**src/rtl/instr_fetch_queue.sv**
```systemverilog
// ============================================================================
// instr_fetch_queue
// ----------------------------------------------------------------------------
// This block combines an instruction memory, a PC sequencer and an
// instruction FIFO. The FIFO feeds the Tomasulo issue stage.
//
//   - The memory is loaded through the program port. Writes are accepted only
//     in IDLE or DONE.
//   - After start, the sequencer reads one word per cycle from PC 0 into the
//     FIFO. It stops when pc reaches prog_len, then drains the FIFO and
//     reports DONE.
//   - redirect flushes the FIFO and resumes fetching at redirect_pc.
//   - Reset is synchronous and active-low. Memory and FIFO contents are not
//     reset.
//
// Optional feature (macro PREDECODE_EN): adds predecoded head fields
// instr_op/instr_rs1/instr_rs2/instr_rd and instr_illegal. This requires
// INSTR_W == 16.
//
// Handshake: the head entry transfers on a rising edge where instr_valid and
// instr_ready are both 1. instr_valid does not depend on instr_ready. The head
// outputs hold steady until that transfer, or until a redirect or reset
// flushes the FIFO.
//
// Ports
//   clk1         in   clock, all logic on posedge
//   rst_n        in   synchronous active-low reset
//   prog_we      in   program write strobe
//   prog_addr    in   program write address
//   prog_data    in   program write data
//   prog_len     in   number of valid instructions (0 .. 2**ADDR_W)
//   start        in   pulse, begin fetching at PC 0 (IDLE/DONE only)
//   redirect     in   pulse, flush FIFO and resume at redirect_pc
//   redirect_pc  in   new fetch PC
//   instr_valid  out  FIFO head valid
//   instr_ready  in   issue stage accepts head
//   instr_data   out  head instruction
//   instr_pc     out  PC of head instruction
//   pc_out       out  next PC to fetch
//   count_out    out  FIFO occupancy
//   busy         out  state is FETCH or DRAIN
//   done         out  state is DONE
//   dbg_state    out  current FSM state (0 IDLE, 1 FETCH, 2 DRAIN, 3 DONE)
// ============================================================================
module instr_fetch_queue #(
    parameter int INSTR_W = 16,
    parameter int ADDR_W  = 4,
    parameter int QDEPTH  = 4
) (
    input  logic                         clk1,
    input  logic                         rst_n,
    input  logic                         prog_we,
    input  logic [ADDR_W-1:0]            prog_addr,
    input  logic [INSTR_W-1:0]           prog_data,
    input  logic [ADDR_W:0]              prog_len,
    input  logic                         start,
    input  logic                         redirect,
    input  logic [ADDR_W-1:0]            redirect_pc,
    output logic                         instr_valid,
    input  logic                         instr_ready,
    output logic [INSTR_W-1:0]           instr_data,
    output logic [ADDR_W-1:0]            instr_pc,
    output logic [ADDR_W:0]              pc_out,
    output logic [$clog2(QDEPTH+1)-1:0]  count_out,
    output logic                         busy,
    output logic                         done,
    output logic [1:0]                   dbg_state
`ifdef PREDECODE_EN
    ,
    output logic [3:0]                   instr_op,
    output logic [3:0]                   instr_rs1,
    output logic [3:0]                   instr_rs2,
    output logic [3:0]                   instr_rd,
    output logic                         instr_illegal
`endif
);

    localparam int PTR_W = $clog2(QDEPTH);
    localparam int CNT_W = $clog2(QDEPTH + 1);
    localparam logic [CNT_W-1:0] FULL_CNT = CNT_W'(QDEPTH);

    typedef enum logic [1:0] {
        S_IDLE  = 2'd0,
        S_FETCH = 2'd1,
        S_DRAIN = 2'd2,
        S_DONE  = 2'd3
    } state_t;

    state_t               r_state;
    state_t               w_state_nxt;

    logic [ADDR_W:0]      r_pc;
    logic [CNT_W-1:0]     r_count;
    logic [PTR_W-1:0]     r_rd_ptr;
    logic [PTR_W-1:0]     r_wr_ptr;

    logic [INSTR_W-1:0]   r_mem    [2**ADDR_W];
    logic [INSTR_W-1:0]   r_q_data [QDEPTH];
    logic [ADDR_W-1:0]    r_q_pc   [QDEPTH];

    logic                 w_redirect_act;
    logic                 w_start_act;
    logic                 w_fetch;
    logic                 w_deq;
    logic                 w_prog_wr;
    logic                 w_redir_in_range;

    // Event qualification. Priority is redirect > start > fetch/dequeue.
    // A redirect in IDLE is ignored. Fetch is blocked whenever the FIFO is
    // full, even if a dequeue happens in the same cycle. This keeps
    // instr_ready out of the write path.
    assign w_redirect_act   = redirect && (r_state != S_IDLE);
    assign w_start_act      = start && !w_redirect_act &&
                              ((r_state == S_IDLE) || (r_state == S_DONE));
    assign w_fetch          = (r_state == S_FETCH) && (r_pc < prog_len) &&
                              (r_count != FULL_CNT) && !redirect;
    assign w_deq            = (r_count != '0) && instr_ready && !w_redirect_act;
    assign w_prog_wr        = prog_we && rst_n &&
                              ((r_state == S_IDLE) || (r_state == S_DONE));
    assign w_redir_in_range = ({1'b0, redirect_pc} < prog_len);

    // ---------------- FSM: state register ----------------
    always_ff @(posedge clk1) begin
        if (!rst_n) begin
            r_state <= S_IDLE;
        end else begin
            r_state <= w_state_nxt;
        end
    end

    // ---------------- FSM: next state ----------------
    always_comb begin
        w_state_nxt = r_state;
        if (w_redirect_act) begin
            w_state_nxt = w_redir_in_range ? S_FETCH : S_DONE;
        end else begin
            case (r_state)
                S_IDLE:  if (start) w_state_nxt = S_FETCH;
                // With prog_len == 0 this goes straight to DRAIN.
                S_FETCH: if (r_pc >= prog_len) w_state_nxt = S_DRAIN;
                S_DRAIN: if (r_count == '0) w_state_nxt = S_DONE;
                S_DONE:  if (start) w_state_nxt = S_FETCH;
                default: w_state_nxt = S_IDLE;
            endcase
        end
    end

    // ---------------- FSM: outputs ----------------
    always_comb begin
        busy      = (r_state == S_FETCH) || (r_state == S_DRAIN);
        done      = (r_state == S_DONE);
        dbg_state = r_state;
    end

    // ---------------- PC, pointers, occupancy ----------------
    always_ff @(posedge clk1) begin
        if (!rst_n) begin
            r_pc     <= '0;
            r_count  <= '0;
            r_rd_ptr <= '0;
            r_wr_ptr <= '0;
        end else if (w_redirect_act) begin
            // The flush drops any same-cycle dequeue and fetch.
            r_pc     <= {1'b0, redirect_pc};
            r_count  <= '0;
            r_rd_ptr <= '0;
            r_wr_ptr <= '0;
        end else begin
            if (w_start_act) begin
                r_pc <= '0;
            end else if (w_fetch) begin
                r_pc <= r_pc + 1'b1;
            end
            // Pointer widths equal log2(QDEPTH), so they wrap naturally.
            if (w_fetch) r_wr_ptr <= r_wr_ptr + 1'b1;
            if (w_deq)   r_rd_ptr <= r_rd_ptr + 1'b1;
            case ({w_fetch, w_deq})
                2'b10:   r_count <= r_count + 1'b1;
                2'b01:   r_count <= r_count - 1'b1;
                default: r_count <= r_count;
            endcase
        end
    end

    // ---------------- Storage (not reset) ----------------
    always_ff @(posedge clk1) begin
        if (w_prog_wr) begin
            r_mem[prog_addr] <= prog_data;
        end
        if (w_fetch && rst_n) begin
            r_q_data[r_wr_ptr] <= r_mem[r_pc[ADDR_W-1:0]];
            r_q_pc[r_wr_ptr]   <= r_pc[ADDR_W-1:0];
        end
    end

    // ---------------- Head outputs ----------------
    assign instr_valid = (r_count != '0);
    assign instr_data  = r_q_data[r_rd_ptr];
    assign instr_pc    = r_q_pc[r_rd_ptr];
    assign pc_out      = r_pc;
    assign count_out   = r_count;

`ifdef PREDECODE_EN
    if (INSTR_W != 16) begin : g_bad_instr_w
        $error("instr_fetch_queue: PREDECODE_EN requires INSTR_W == 16");
    end

    // Legal opcodes are 0000 add, 0001 sub and 0010 mul. Every field is
    // forced to 0 while the head is not valid.
    assign instr_op      = instr_valid ? instr_data[15:12] : 4'd0;
    assign instr_rs1     = instr_valid ? instr_data[11:8]  : 4'd0;
    assign instr_rs2     = instr_valid ? instr_data[7:4]   : 4'd0;
    assign instr_rd      = instr_valid ? instr_data[3:0]   : 4'd0;
    assign instr_illegal = instr_valid && (instr_data[15:12] > 4'd2);
`endif

endmodule
```
**config.mk**
```make
export PLATFORM = sky130hd
export DESIGN_NAME = instr_fetch_queue
export DESIGN_NICKNAME = d
export VERILOG_FILES = /design/src/rtl/instr_fetch_queue.sv
export SDC_FILE = /design/constraint.sdc
export NUM_CORES = 1
export LEC_CHECK = 0
export CAP_MARGIN = 10
export CORE_MARGIN = 3
export CORE_UTILIZATION = 55
export CTS_CLUSTER_DIAMETER = 30
export DETAILED_ROUTE_END_ITERATION = 8
export DONT_BUFFER_PORTS = 1
export PLACE_DENSITY = 0.82
export SYNTH_ARGS = -nofsm -noshare
export SYNTH_HDL_FRONTEND = slang
export SYNTH_SLANG_ARGS = --single-unit
```
**constraint.sdc**
```tcl
create_clock -name clk1 -period 7.8 [get_ports clk1]
set_clock_uncertainty 0.15 [all_clocks]
set_input_delay 1.56 -clock clk1 [delete_from_list [all_inputs] [get_ports clk1]]
set_output_delay 1.56 -clock clk1 [all_outputs]
set_load 0.01 [all_outputs]
```
==> results of run 1 <==
-- area by class of cell --
type	instances	area, µm²
Multi-Input combinational cell	230	3250
Timing Repair Buffer	20	150
Tap cell	324	405
Inverter	15	56.3
Clock inverter	40	419
Sequential cell	356	10500
Fill cell	1478	8540
Clock buffer	53	1280
-- metal layers --
metal	vias up	global-route usage
li1	2750	-
met1	3444	0.271
met2	345	0.408
met3	75	0.0546
met4	0	0.0865
met5	-	0
-- cells in the final DEF (no fill, tap or decap), types with 5 or more instances in the layout --
cell / instances
a21oi_1: 7
o21ai_0: 5
mux4_2: 64
inv_6: 17
bufinv_16: 5
clkbuf_16: 51
nand2_1: 19
edfxtp_1: 336
and3_1: 6
clkinv_4: 5
inv_1: 15
mux4_1: 36
dfxtp_1: 18
buf_4: 20
ha_1: 19
nor2_1: 25
nand3_1: 5
-- logic make-up after synthesis --
group | after synthesis | synth area share
multiplexers | 100 | 0.171
AO/OA/AOI/OAI | 24 | 0.0112
buffers and inverters | 40 | 0.0158
XOR/XNOR | 7 | 0.00440
flip-flops | 356 | 0.752
adder cells (fa/ha/maj) | 20 | 0.0185
AND/OR/NAND/NOR | 79 | 0.0266
-- worst max-delay path, delay by kind of cell --
| family | cells | cell delay [ps] |
|---|---|---|
| simple gates | 2 | 1100 |
| buf+inv | 3 | 340 |
| xor+xnor | 1 | 80 |
| compound gates | 3 | 680 |
| fa+ha+maj | 3 | 800 |
-- sequential cells by signal (all words and copies together) (netlist names), named ones only --
name       flops
r_mem        256
r_wr_ptr       2
pc_out         5
count_out      3
r_rd_ptr       2
r_q_data      64
r_q_pc        16
dbg_state      2
-- power by group --
| group | total, W | switching, W | internal [W] |
|---|---|---|---|
| logic | 0.000645 | 0.000339 | 0.000306 |
| clock network | 0.00226 | 0.000872 | 0.00139 |
| registers | 0.00226 | 0.0000702 | 0.00219 |
| total | 0.00517 | 0.00128 | 0.00389 |
-- stage by stage --
step / util / cell area (µm²) / total power (W) / setup slack, ps / cells
after floorplan: - / 13900 / 0.00278 / 3860 / 626
after global placement: 0.584 / 14400 / 0.00289 / 3370 / 945
after detailed placement: 0.584 / 14400 / 0.00293 / 3100 / 945
after CTS: 0.653 / 16100 / 0.00520 / 3600 / 1038
after global routing: 0.653 / 16100 / 0.00534 / 3270 / 1038
final: 0.653 / 16100 / 0.00517 / 3570 / 1038
-- worst min path at each step --
stage,slack (ps),start,cells after the start,end
finish,410,r_rd_ptr[1]$_SDFFE_PP0P_,2,r_rd_ptr[1]$_SDFFE_PP0P_
global route,430,r_rd_ptr[1]$_SDFFE_PP0P_,2,r_rd_ptr[1]$_SDFFE_PP0P_
CTS,420,r_rd_ptr[1]$_SDFFE_PP0P_,2,r_rd_ptr[1]$_SDFFE_PP0P_
detailed placement,390,r_wr_ptr[1]$_SDFFE_PP0P_,2,r_wr_ptr[1]$_SDFFE_PP0P_
global placement,350,r_wr_ptr[1]$_SDFFE_PP0P_,2,r_wr_ptr[1]$_SDFFE_PP0P_
floorplan,320,r_wr_ptr[1]$_SDFFE_PP0P_,2,r_wr_ptr[1]$_SDFFE_PP0P_
==> run_results.csv, run 1 <==
group,metric,value,unit
yosys,synth-edff-count,336,
floorplanning,die_h,165,µm
status,status,"completed",
route,drtIter0Drc,636,
setup_path,cp_cell_sequence,"inv_1 -> ha_1 -> a21o_1 -> a221oi_1 -> nor2b_1 -> inv_1 -> ha_1 -> inv_1 -> fa_1 -> xor2_1 -> or3_1 -> a21oi_1",
setup_path,crit_fanout,12,
sta,hold_slack,412,ps
sta,post-route-period-util,0.543,
yosys,synth_top_area_share,0.724,
yosys,ys_seq_elements,356,
global_routing,grt-ovfl-total,0,
sta,setup_viol,0,
clocking,holdBufCountCts,0,
setup_path,worstPathRequired,8120,ps
final_layout,area_growth,15.2,%
yosys,ys_seq_area_frac,0.752,
floorplanning,placementRows,57,
final_layout,fin_nets,729,
setup_path,reg2reg_depth,11,
sta,period_needed,4230,ps
sta,rsz0062_at_grt,"no",
pwr,leakage,5.20,nW
clocking,cts_buffers,51,
floorplanning,die-area,0.0273,mm²
clocking,insertion_delay,540,ps
route,dr.pass1.iters,6,
global_routing,grt_pass1_wl,44900,µm
route,wire_per_inst,29.0,µm
yosys,synthArstFlopShare,0,
placement,io_buffers,0,
route,num_vias,6614,
floorplanning,core_area,0.0246,mm²
setup_path,r2r-end,"count_out[2]$_SDFFE_PP0P_",
floorplanning,ioPinCount,68,
yosys,synthFlopType,"edfxtp_1",
yosys,synth_common_cells,"edfxtp_1 (336), mux4_2 (64), mux4_1 (36), nor2_1 (25), dfxtp_1 (20)",
clocking,post_cts_buffers,0,
setup_path,setup.worst_path.end_class,"flip-flop",
route,met2_wirelength,16300,µm
clocking,clock-sinks,356,
setup_path,worstPathArrival,4550,ps
global_routing,grt_max_degree,65,
global_routing,grt_use_total,0.229,
sta,hold_viol_final,0,
yosys,ys_top_cells_by_area,"edfxtp_1 (72%), mux4_2 (10%), mux4_1 (6.8%)",
sta,worst_pin_slew,1070,ps
yosys,syn_nets,681,
setup_path,worst_setup_path_start_kind,"input port",
yosys,synthMostInstantiatedCell,"edfxtp_1",
yosys,ys_types,38,
placement,dp_hpwl,15900,µm
route,final_antenna_net_count,0,
yosys,syn_area,0.0139,mm²
setup_path,r2r_slack,4000,ps
sta,tns,0,ps
flow_run,cap_violations,0,
setup_path,cpMaxStageDelayCell,"nor2b_1",
route,drt_wl_total,30100,µm
pwr,peakVddDrop,179,µV
setup_path,crit_top_cell,"inv_1",
global_routing,first_global_vias,7132,
setup_path,path_class,"input port to flip-flop",
clocking,clk_pin_slew,60,ps
route,drc,0,
final_layout,drive_gt1_frac,0.249,
setup_path,cp_slowest_stage_delay,790,ps
setup_path,r2r_start,"pc_out[3]$_SDFFE_PN0N_",
pwr,powerDensity,322,mW/mm²
setup_path,endpoint,"count_out[2]$_SDFFE_PP0P_",
route,highest_layer,"met4",
route,vias_per_cell,6.37,
sta,slew_viol_final,0,
final_layout,antenna_cells,0,
floorplanning,start_util,0.567,
clocking,cts_buffer_depth,3,
min_path,hp-class,"flip-flop to flip-flop",
route,wl_met3,2170,µm
yosys,synth_top_area_cell,"edfxtp_1",
floorplanning,die_w,165,µm
sta,slew-limit-headroom,0.283,
yosys,netlist_instances,626,
clocking,clock-root-buffer,"clkbuf_16",
clocking,cts.htree.levels,2,
clocking,cts_resized,0,
setup_path,crit_start,"prog_len[3]",
sta,clock.fmax,0.236,GHz
yosys,avgSynthCellArea,22.3,µm²
clocking,cts_tree,"built",
global_routing,antenna_found_initial,0,
yosys,synth_warnings,0,
route,wl_met1,10700,µm
placement,gp_congestion,0.809,
Power figures use the tool's default switching activity.
==> run 2: changes to the inputs <==
==> constraint.sdc (replaced) <==
create_clock -name clk1 -period 4.2 [get_ports clk1]
set_clock_uncertainty 0.15 [all_clocks]
set_input_delay 0.84 -clock clk1 [delete_from_list [all_inputs] [get_ports clk1]]
set_output_delay 0.84 -clock clk1 [all_outputs]
set_load 0.01 [all_outputs]
==> run 2 against run 1 <==
Sequential share of layout area is 0.081 points higher; via count is 0.26% lower; flip-flop and latch count stayed put; worst setup slack worse by 2600 ps; non-clock buffer count is 7 higher.
==> run_results.csv, run 2 (same netlist as run 1, synthesis figures left out) <==
group,metric,value,unit
status,status,"completed",
sta,post-route-period-util,0.761,
final_layout,antenna_cells,0,
final_layout,final_core_util,0.652,
pwr,peakVddDrop,364,µV
clocking,clock-root-buffer,"clkbuf_16",
clocking,cts.htree.levels,2,
final_layout,final_common_cell,"edfxtp_1",
floorplanning,ioPinCount,68,
global_routing,grt_use_total,0.228,
route,num_vias,6597,
setup_path,setup.worst_path.end_class,"flip-flop",
setup_path,worst_setup_path_start_kind,"flip-flop",
clocking,post_cts_buffers,0,
setup_path,worstPathRequired,4510,ps
global_routing,grt_max_degree,35,
final_layout,finalNonFillerCells,1035,
global_routing,antenna_found_initial,0,
placement,dp_hpwl,15900,µm
clocking,clock-sinks,356,
route,wire_per_inst,29.2,µm
setup_path,crit_fanout,12,
floorplanning,die_w,165,µm
final_layout,drive_gt1_frac,0.245,
pwr,powerDensity,592,mW/mm²
global_routing,grt_pass1_wl,44500,µm
placement,io_buffers,0,
final_layout,layout_common_cells,"edfxtp_1 (336), mux4_2 (64), clkbuf_16 (47), mux4_1 (36), buf_4 (26)",
clocking,cts_resized,0,
final_layout,area_growth,15.1,%
setup_path,cp_slowest_stage_delay,410,ps
global_routing,grt-ovfl-total,0,
setup_path,cpMaxStageDelayCell,"a221oi_1",
placement,dp.cells,952,
global_routing,grt_use_met3,0.0551,
final_layout,largest_reg_flops,256,
clocking,cts_buffer_depth,3,
clocking,cts_tree,"built",
floorplanning,placementRows,57,
final_layout,multiInputGateArea,0.00325,mm²
floorplanning,core_area,0.0246,mm²
floorplanning,die-area,0.0273,mm²
final_layout,ff_latch_area,0.0105,mm²
route,drc,0,
global_routing,grtUsageMet2,0.400,
sta,rsz0062_at_grt,"no",
sta,hold_viol_final,0,
setup_path,worstPathArrival,3510,ps
flow_run,cap_violations,0,
final_layout,fin_nets,731,
global_routing,busiest_layer,"met2",
setup_path,path_class,"flip-flop to flip-flop",
sta,period_needed,3200,ps
route,dr.pass1.iters,7,
route,vias_per_cell,6.37,
min_path,hp-class,"input port to flip-flop",
route,drt_wl_total,30200,µm
floorplanning,die_h,165,µm
route,drtIter0Drc,728,
final_layout,fillerInstances,1473,
placement,gp_congestion,0.786,
clocking,cts_buffers,46,
sta,slew_viol_final,0,
setup_path,cp_cell_sequence,"buf_4 -> ha_1 -> a21o_1 -> a221oi_1 -> nor2b_1 -> buf_4 -> inv_1 -> ha_1 -> inv_1 -> fa_1 -> xor2_1 -> or3_1 -> a21oi_1",
sta,clock.fmax,0.313,GHz
floorplanning,start_util,0.567,
final_layout,largestRegisters,"r_mem (256), r_q_data (64), r_q_pc (16)",
clocking,clk_pin_slew,70,ps
route,final_antenna_net_count,0,
global_routing,use_met1,0.270,
pwr,leakage,5.19,nW
global_routing,first_global_vias,7013,
sta,tns,0,ps
clocking,insertion_delay,550,ps
sta,worst_pin_slew,1020,ps
sta,setup_viol,0,
sta,slew-limit-headroom,0.317,
final_layout,top_register,"r_mem",
clocking,holdBufCountCts,0,
-- run 2: changes by cell type in the layout (fill, tap and decap cells not counted), moves of 2 or more --
| cell | delta |
|---|---|
| buf_4 | +6 |
| bufinv_16 | +4 |
| clkbuf_1 | +5 |
| clkbuf_16 | -4 |
| clkinv_1 | -4 |
| clkinv_2 | +2 |
| clkinv_4 | -2 |
| clkinvlp_4 | +2 |
| inv_6 | -12 |
-- run 2: worst paths after layout --
kind,startpoint,endpoint,slack (ps),cells past startpoint
setup / recovery,pc_out[3]$_SDFFE_PN0N_,count_out[2]$_SDFFE_PP0P_,1000,13
hold reg to reg,r_wr_ptr[1]$_SDFFE_PP0P_,r_wr_ptr[1]$_SDFFE_PP0P_,400,2
setup reg to reg,pc_out[3]$_SDFFE_PN0N_,count_out[2]$_SDFFE_PP0P_,1000,13
hold / removal,prog_data[3],r_mem[7][3]$_DFFE_PP_,240,0
-- run 2: per-layer routing --
layer | routed length [µm] | vias up
met5 | 0 | -
met4 | 1160 | 0
met3 | 2140 | 86
met2 | 16100 | 340
li1 | - | 2750
met1 | 10800 | 3421
-- run 2: final cells by class --
cell class                 instances  area share
sequential                       356       0.654
multi-input combinational        230       0.203
clock buffer                      54      0.0749
clock inverter                    29      0.0259
tap                              324      0.0253
timing repair buffer              27      0.0134
inverter                          15     0.00351
-- run 2: per-stage QoR --
stage	instance area [µm²]	worst slack, ps	hold WS [ps]	power [W]
after CTS	16000	1070	223	0.00955
after floorplan	13900	912	319	0.00516
final	16000	1000	237	0.00950
after global placement	14400	909	352	0.00537
after detailed placement	14400	747	383	0.00545
after global routing	16000	769	222	0.00978
-- run 2: worst max-delay path, delay by kind of cell, from the launching register on --
| family | cells | cell delay (ps) |
|---|---|---|
| adders and majority gates | 3 | 720 |
| and+or+nand+nor | 2 | 540 |
| AOI/OAI and AO/OA | 3 | 760 |
| buffers and inverters | 4 | 550 |
| DFF | 1 | 300 |
| xor gates and xnor gates | 1 | 80 |
-- run 2: power breakdown --
part           total (W)  internal [W]  switching (W)
clock            0.00409       0.00262        0.00147
sequential       0.00422       0.00407       0.000151
combinational    0.00119      0.000578       0.000611
==> run 3: changes to the inputs <==
--- a/config.mk
+++ b/config.mk
@@ -11,7 +11,7 @@
 export CTS_CLUSTER_DIAMETER = 30
 export DETAILED_ROUTE_END_ITERATION = 8
 export DONT_BUFFER_PORTS = 1
-export PLACE_DENSITY = 0.82
+export PLACE_DENSITY = 0.85
 export SYNTH_ARGS = -nofsm -noshare
 export SYNTH_HDL_FRONTEND = slang
 export SYNTH_SLANG_ARGS = --single-unit
==> constraint.sdc (replaced) <==
create_clock -name clk1 -period 2.7 [get_ports clk1]
set_clock_uncertainty 0.15 [all_clocks]
set_input_delay 0.54 -clock clk1 [delete_from_list [all_inputs] [get_ports clk1]]
set_output_delay 0.54 -clock clk1 [all_outputs]
set_load 0.01 [all_outputs]
==> run 3 against run 2 <==
Worst setup slack got worse by 960 ps; first-iteration DRC count increased by 12%; register-to-register slack lost 960 ps; clock-buffer cell count fell by 4; critical endpoint unchanged; highest routed layer is now met5.
==> run_results.csv, run 3 (same netlist as run 1, synthesis figures left out) <==
group,metric,value,unit
status,status,"completed",
final_layout,fin_nets,760,
final_layout,final_common_cell,"edfxtp_1",
global_routing,grt_pass1_wl,48300,µm
floorplanning,die-area,0.0273,mm²
setup_path,path_class,"flip-flop to flip-flop",
route,wire_per_inst,30.2,µm
clocking,cts_buffers,46,
setup_path,crit_fanout,4,
min_path,hp-class,"input port to flip-flop",
floorplanning,core_area,0.0246,mm²
setup_path,crit_family,"adder cells",
clocking,clock-sinks,356,
placement,io_buffers,0,
setup_path,cp_cell_sequence,"ha_4 -> nand4_1 -> o211ai_1 -> nor2b_2 -> inv_2 -> ha_4 -> inv_1 -> fa_2 -> xor2_1 -> or3_1 -> a21oi_2",
global_routing,first_global_vias,7435,
setup_path,setup.worst_path.end_class,"flip-flop",
final_layout,largestRegisters,"r_mem (256), r_q_data (64), r_q_pc (16)",
setup_path,cpMaxStageDelayCell,"dfxtp_4",
clocking,clock-root-buffer,"clkbuf_16",
sta,clock.fmax,0.377,GHz
placement,gp_congestion,0.806,
final_layout,ff_latch_area,0.0105,mm²
final_layout,antenna_cells,0,
clocking,clk_pin_slew,60,ps
setup_path,crit_top_cell,"ha_4",
route,drc,0,
clocking,cts.htree.levels,2,
floorplanning,die_w,165,µm
placement,dp.cells,962,
pwr,peakVddDrop,408,µV
route,dr.pass1.iters,5,
setup_path,cp_num_buf_inv,2,
placement,dp_slack,-155,ps
final_layout,finalNonFillerCells,1066,
sta,slew_viol_final,0,
sta,worst_pin_slew,699,ps
pwr,powerDensity,904,mW/mm²
pwr,switching_share,0.250,
pwr,clockPowerShare,0.417,
sta,slew-limit-headroom,0.532,
setup_path,worst_setup_path_start_kind,"flip-flop",
route,num_vias,6963,
pwr,leakage,5.34,nW
final_layout,top_register,"r_mem",
floorplanning,die_h,165,µm
pwr,power.share.sequential,0.432,
sta,tns,0,ps
pwr,p_sw,0.00373,W
route,final_antenna_net_count,0,
clocking,insertion_delay,540,ps
final_layout,layout_common_cells,"edfxtp_1 (336), mux4_2 (64), clkbuf_16 (47), mux4_1 (36), buf_4 (27)",
sta,hold_viol_final,0,
route,drtIter0Drc,818,
final_layout,multiInputGateArea,0.00332,mm²
final_layout,area_growth,18.1,%
sta,post-route-period-util,0.984,
route,vias_per_cell,6.53,
setup_path,worstPathRequired,3030,ps
setup_path,worstPathArrival,2980,ps
global_routing,antenna_found_initial,1,
global_routing,grt_use_total,0.247,
placement,dp_hpwl,17100,µm
floorplanning,start_util,0.567,
global_routing,grt_max_degree,65,
pwr,intPower,0.0112,W
clocking,cts_buffer_depth,3,
sta,period_needed,2660,ps
sta,rsz0062_at_grt,"yes",
final_layout,largest_reg_flops,256,
flow_run,cap_violations,0,
clocking,cts_tree,"built",
global_routing,grt-ovfl-total,0,
final_layout,fillerInstances,1418,
floorplanning,placementRows,57,
pwr,comb_power_share,0.150,
sta,setup_viol,0,
sta,setup_ws,44.5,ps
route,drt_wl_total,32200,µm
final_layout,drive_gt1_frac,0.275,
floorplanning,ioPinCount,68,
setup_path,cp_slowest_stage_delay,370,ps
run 3: cell count changes in the layout (fill, tap and decap cells not counted), moves of 3 or more:
cell | previous run | this run
dlygate4sd3_1 | 0 | 18
buf_12 | 1 | 11
and3_1 | 6 | 2
and3_2 | 0 | 4
clkbuf_1 | 7 | 3
bufinv_16 | 9 | 6
clkinv_1 | 0 | 3
clkinv_4 | 3 | 6
dfxtp_1 | 18 | 15
ha_1 | 19 | 16
ha_4 | 0 | 3
run 3: final timing paths:
path / from / endpoint / slack [ps] / depth (start not counted)
min reg2reg: r_wr_ptr[1]$_SDFFE_PP0P_ / r_wr_ptr[1]$_SDFFE_PP0P_ / 380 / 2
max reg2reg: pc_out[4]$_SDFFE_PP0P_ / count_out[2]$_SDFFE_PP0P_ / 40 / 11
max: pc_out[4]$_SDFFE_PP0P_ / count_out[2]$_SDFFE_PP0P_ / 40 / 11
min: rst_n / dbg_state[0]$_SDFFE_PN0P_ / 20 / 2
run 3: worst reg2reg max path: stages (launching register included):
cell and delay (ps):
dfxtp_4 370, ha_4 290, nand4_1 130, o211ai_1 320, nor2b_2 100, inv_2 90, ha_4 140, inv_1 50
fa_2 330, xor2_1 160, or3_1 330, a21oi_2 130
run 3: cell type report:
class	count	share of cell area
Timing Repair Buffer	56	0.0366
Multi-Input combinational cell	230	0.202
Tap cell	324	0.0246
Clock buffer	50	0.0721
Inverter	15	0.00342
Clock inverter	35	0.0236
Sequential cell	356	0.638
run 3: repair_timing:
item | in CTS | in global routing
resized for setup | 0 | 7
hold endpoints to repair | 262 | 0
endpoints found under the setup margin | 0 | 4
setup buffers | 0 | 1
hold buffers | 18 | 0
run 3: routing by layer:
layer | GRT usage | vias to the layer above | part of all wire | wire, µm
met3 | 0.0536 | 114 | 0.069 | 2240
met1 | 0.293 | 3625 | 0.35 | 11300
li1 | - | 2816 | - | -
met2 | 0.438 | 406 | 0.54 | 17400
met4 | 0.101 | 2 | 0.039 | 1270
met5 | 0 | - | 0.00022 | 7
run 3: metrics by stage:
step	hold WS, ps	instance area, µm²	util	power [W]
3_3_place_gp	334	14700	0.597	0.00847
5_1_grt	35.1	16500	0.669	0.0153
6_report	19.0	16500	0.669	0.0149
4_1_cts	2.82	16400	0.668	0.0150
2_1_floorplan	319	14000	-	0.00805
3_5_place_dp	353	14700	0.597	0.00861
run 3: power by group through the flow:
| stage | combinational, W | clock (W) | sequential [W] |
|---|---|---|---|
| global route | 0.00238 | 0.00648 | 0.00645 |
| detailed placement | 0.00207 | 0 | 0.00654 |
| floorplan | 0.00153 | 0 | 0.00652 |
| global placement | 0.00194 | 0 | 0.00653 |
| finish | 0.00224 | 0.00621 | 0.00644 |
| CTS | 0.00223 | 0.00629 | 0.00644 |
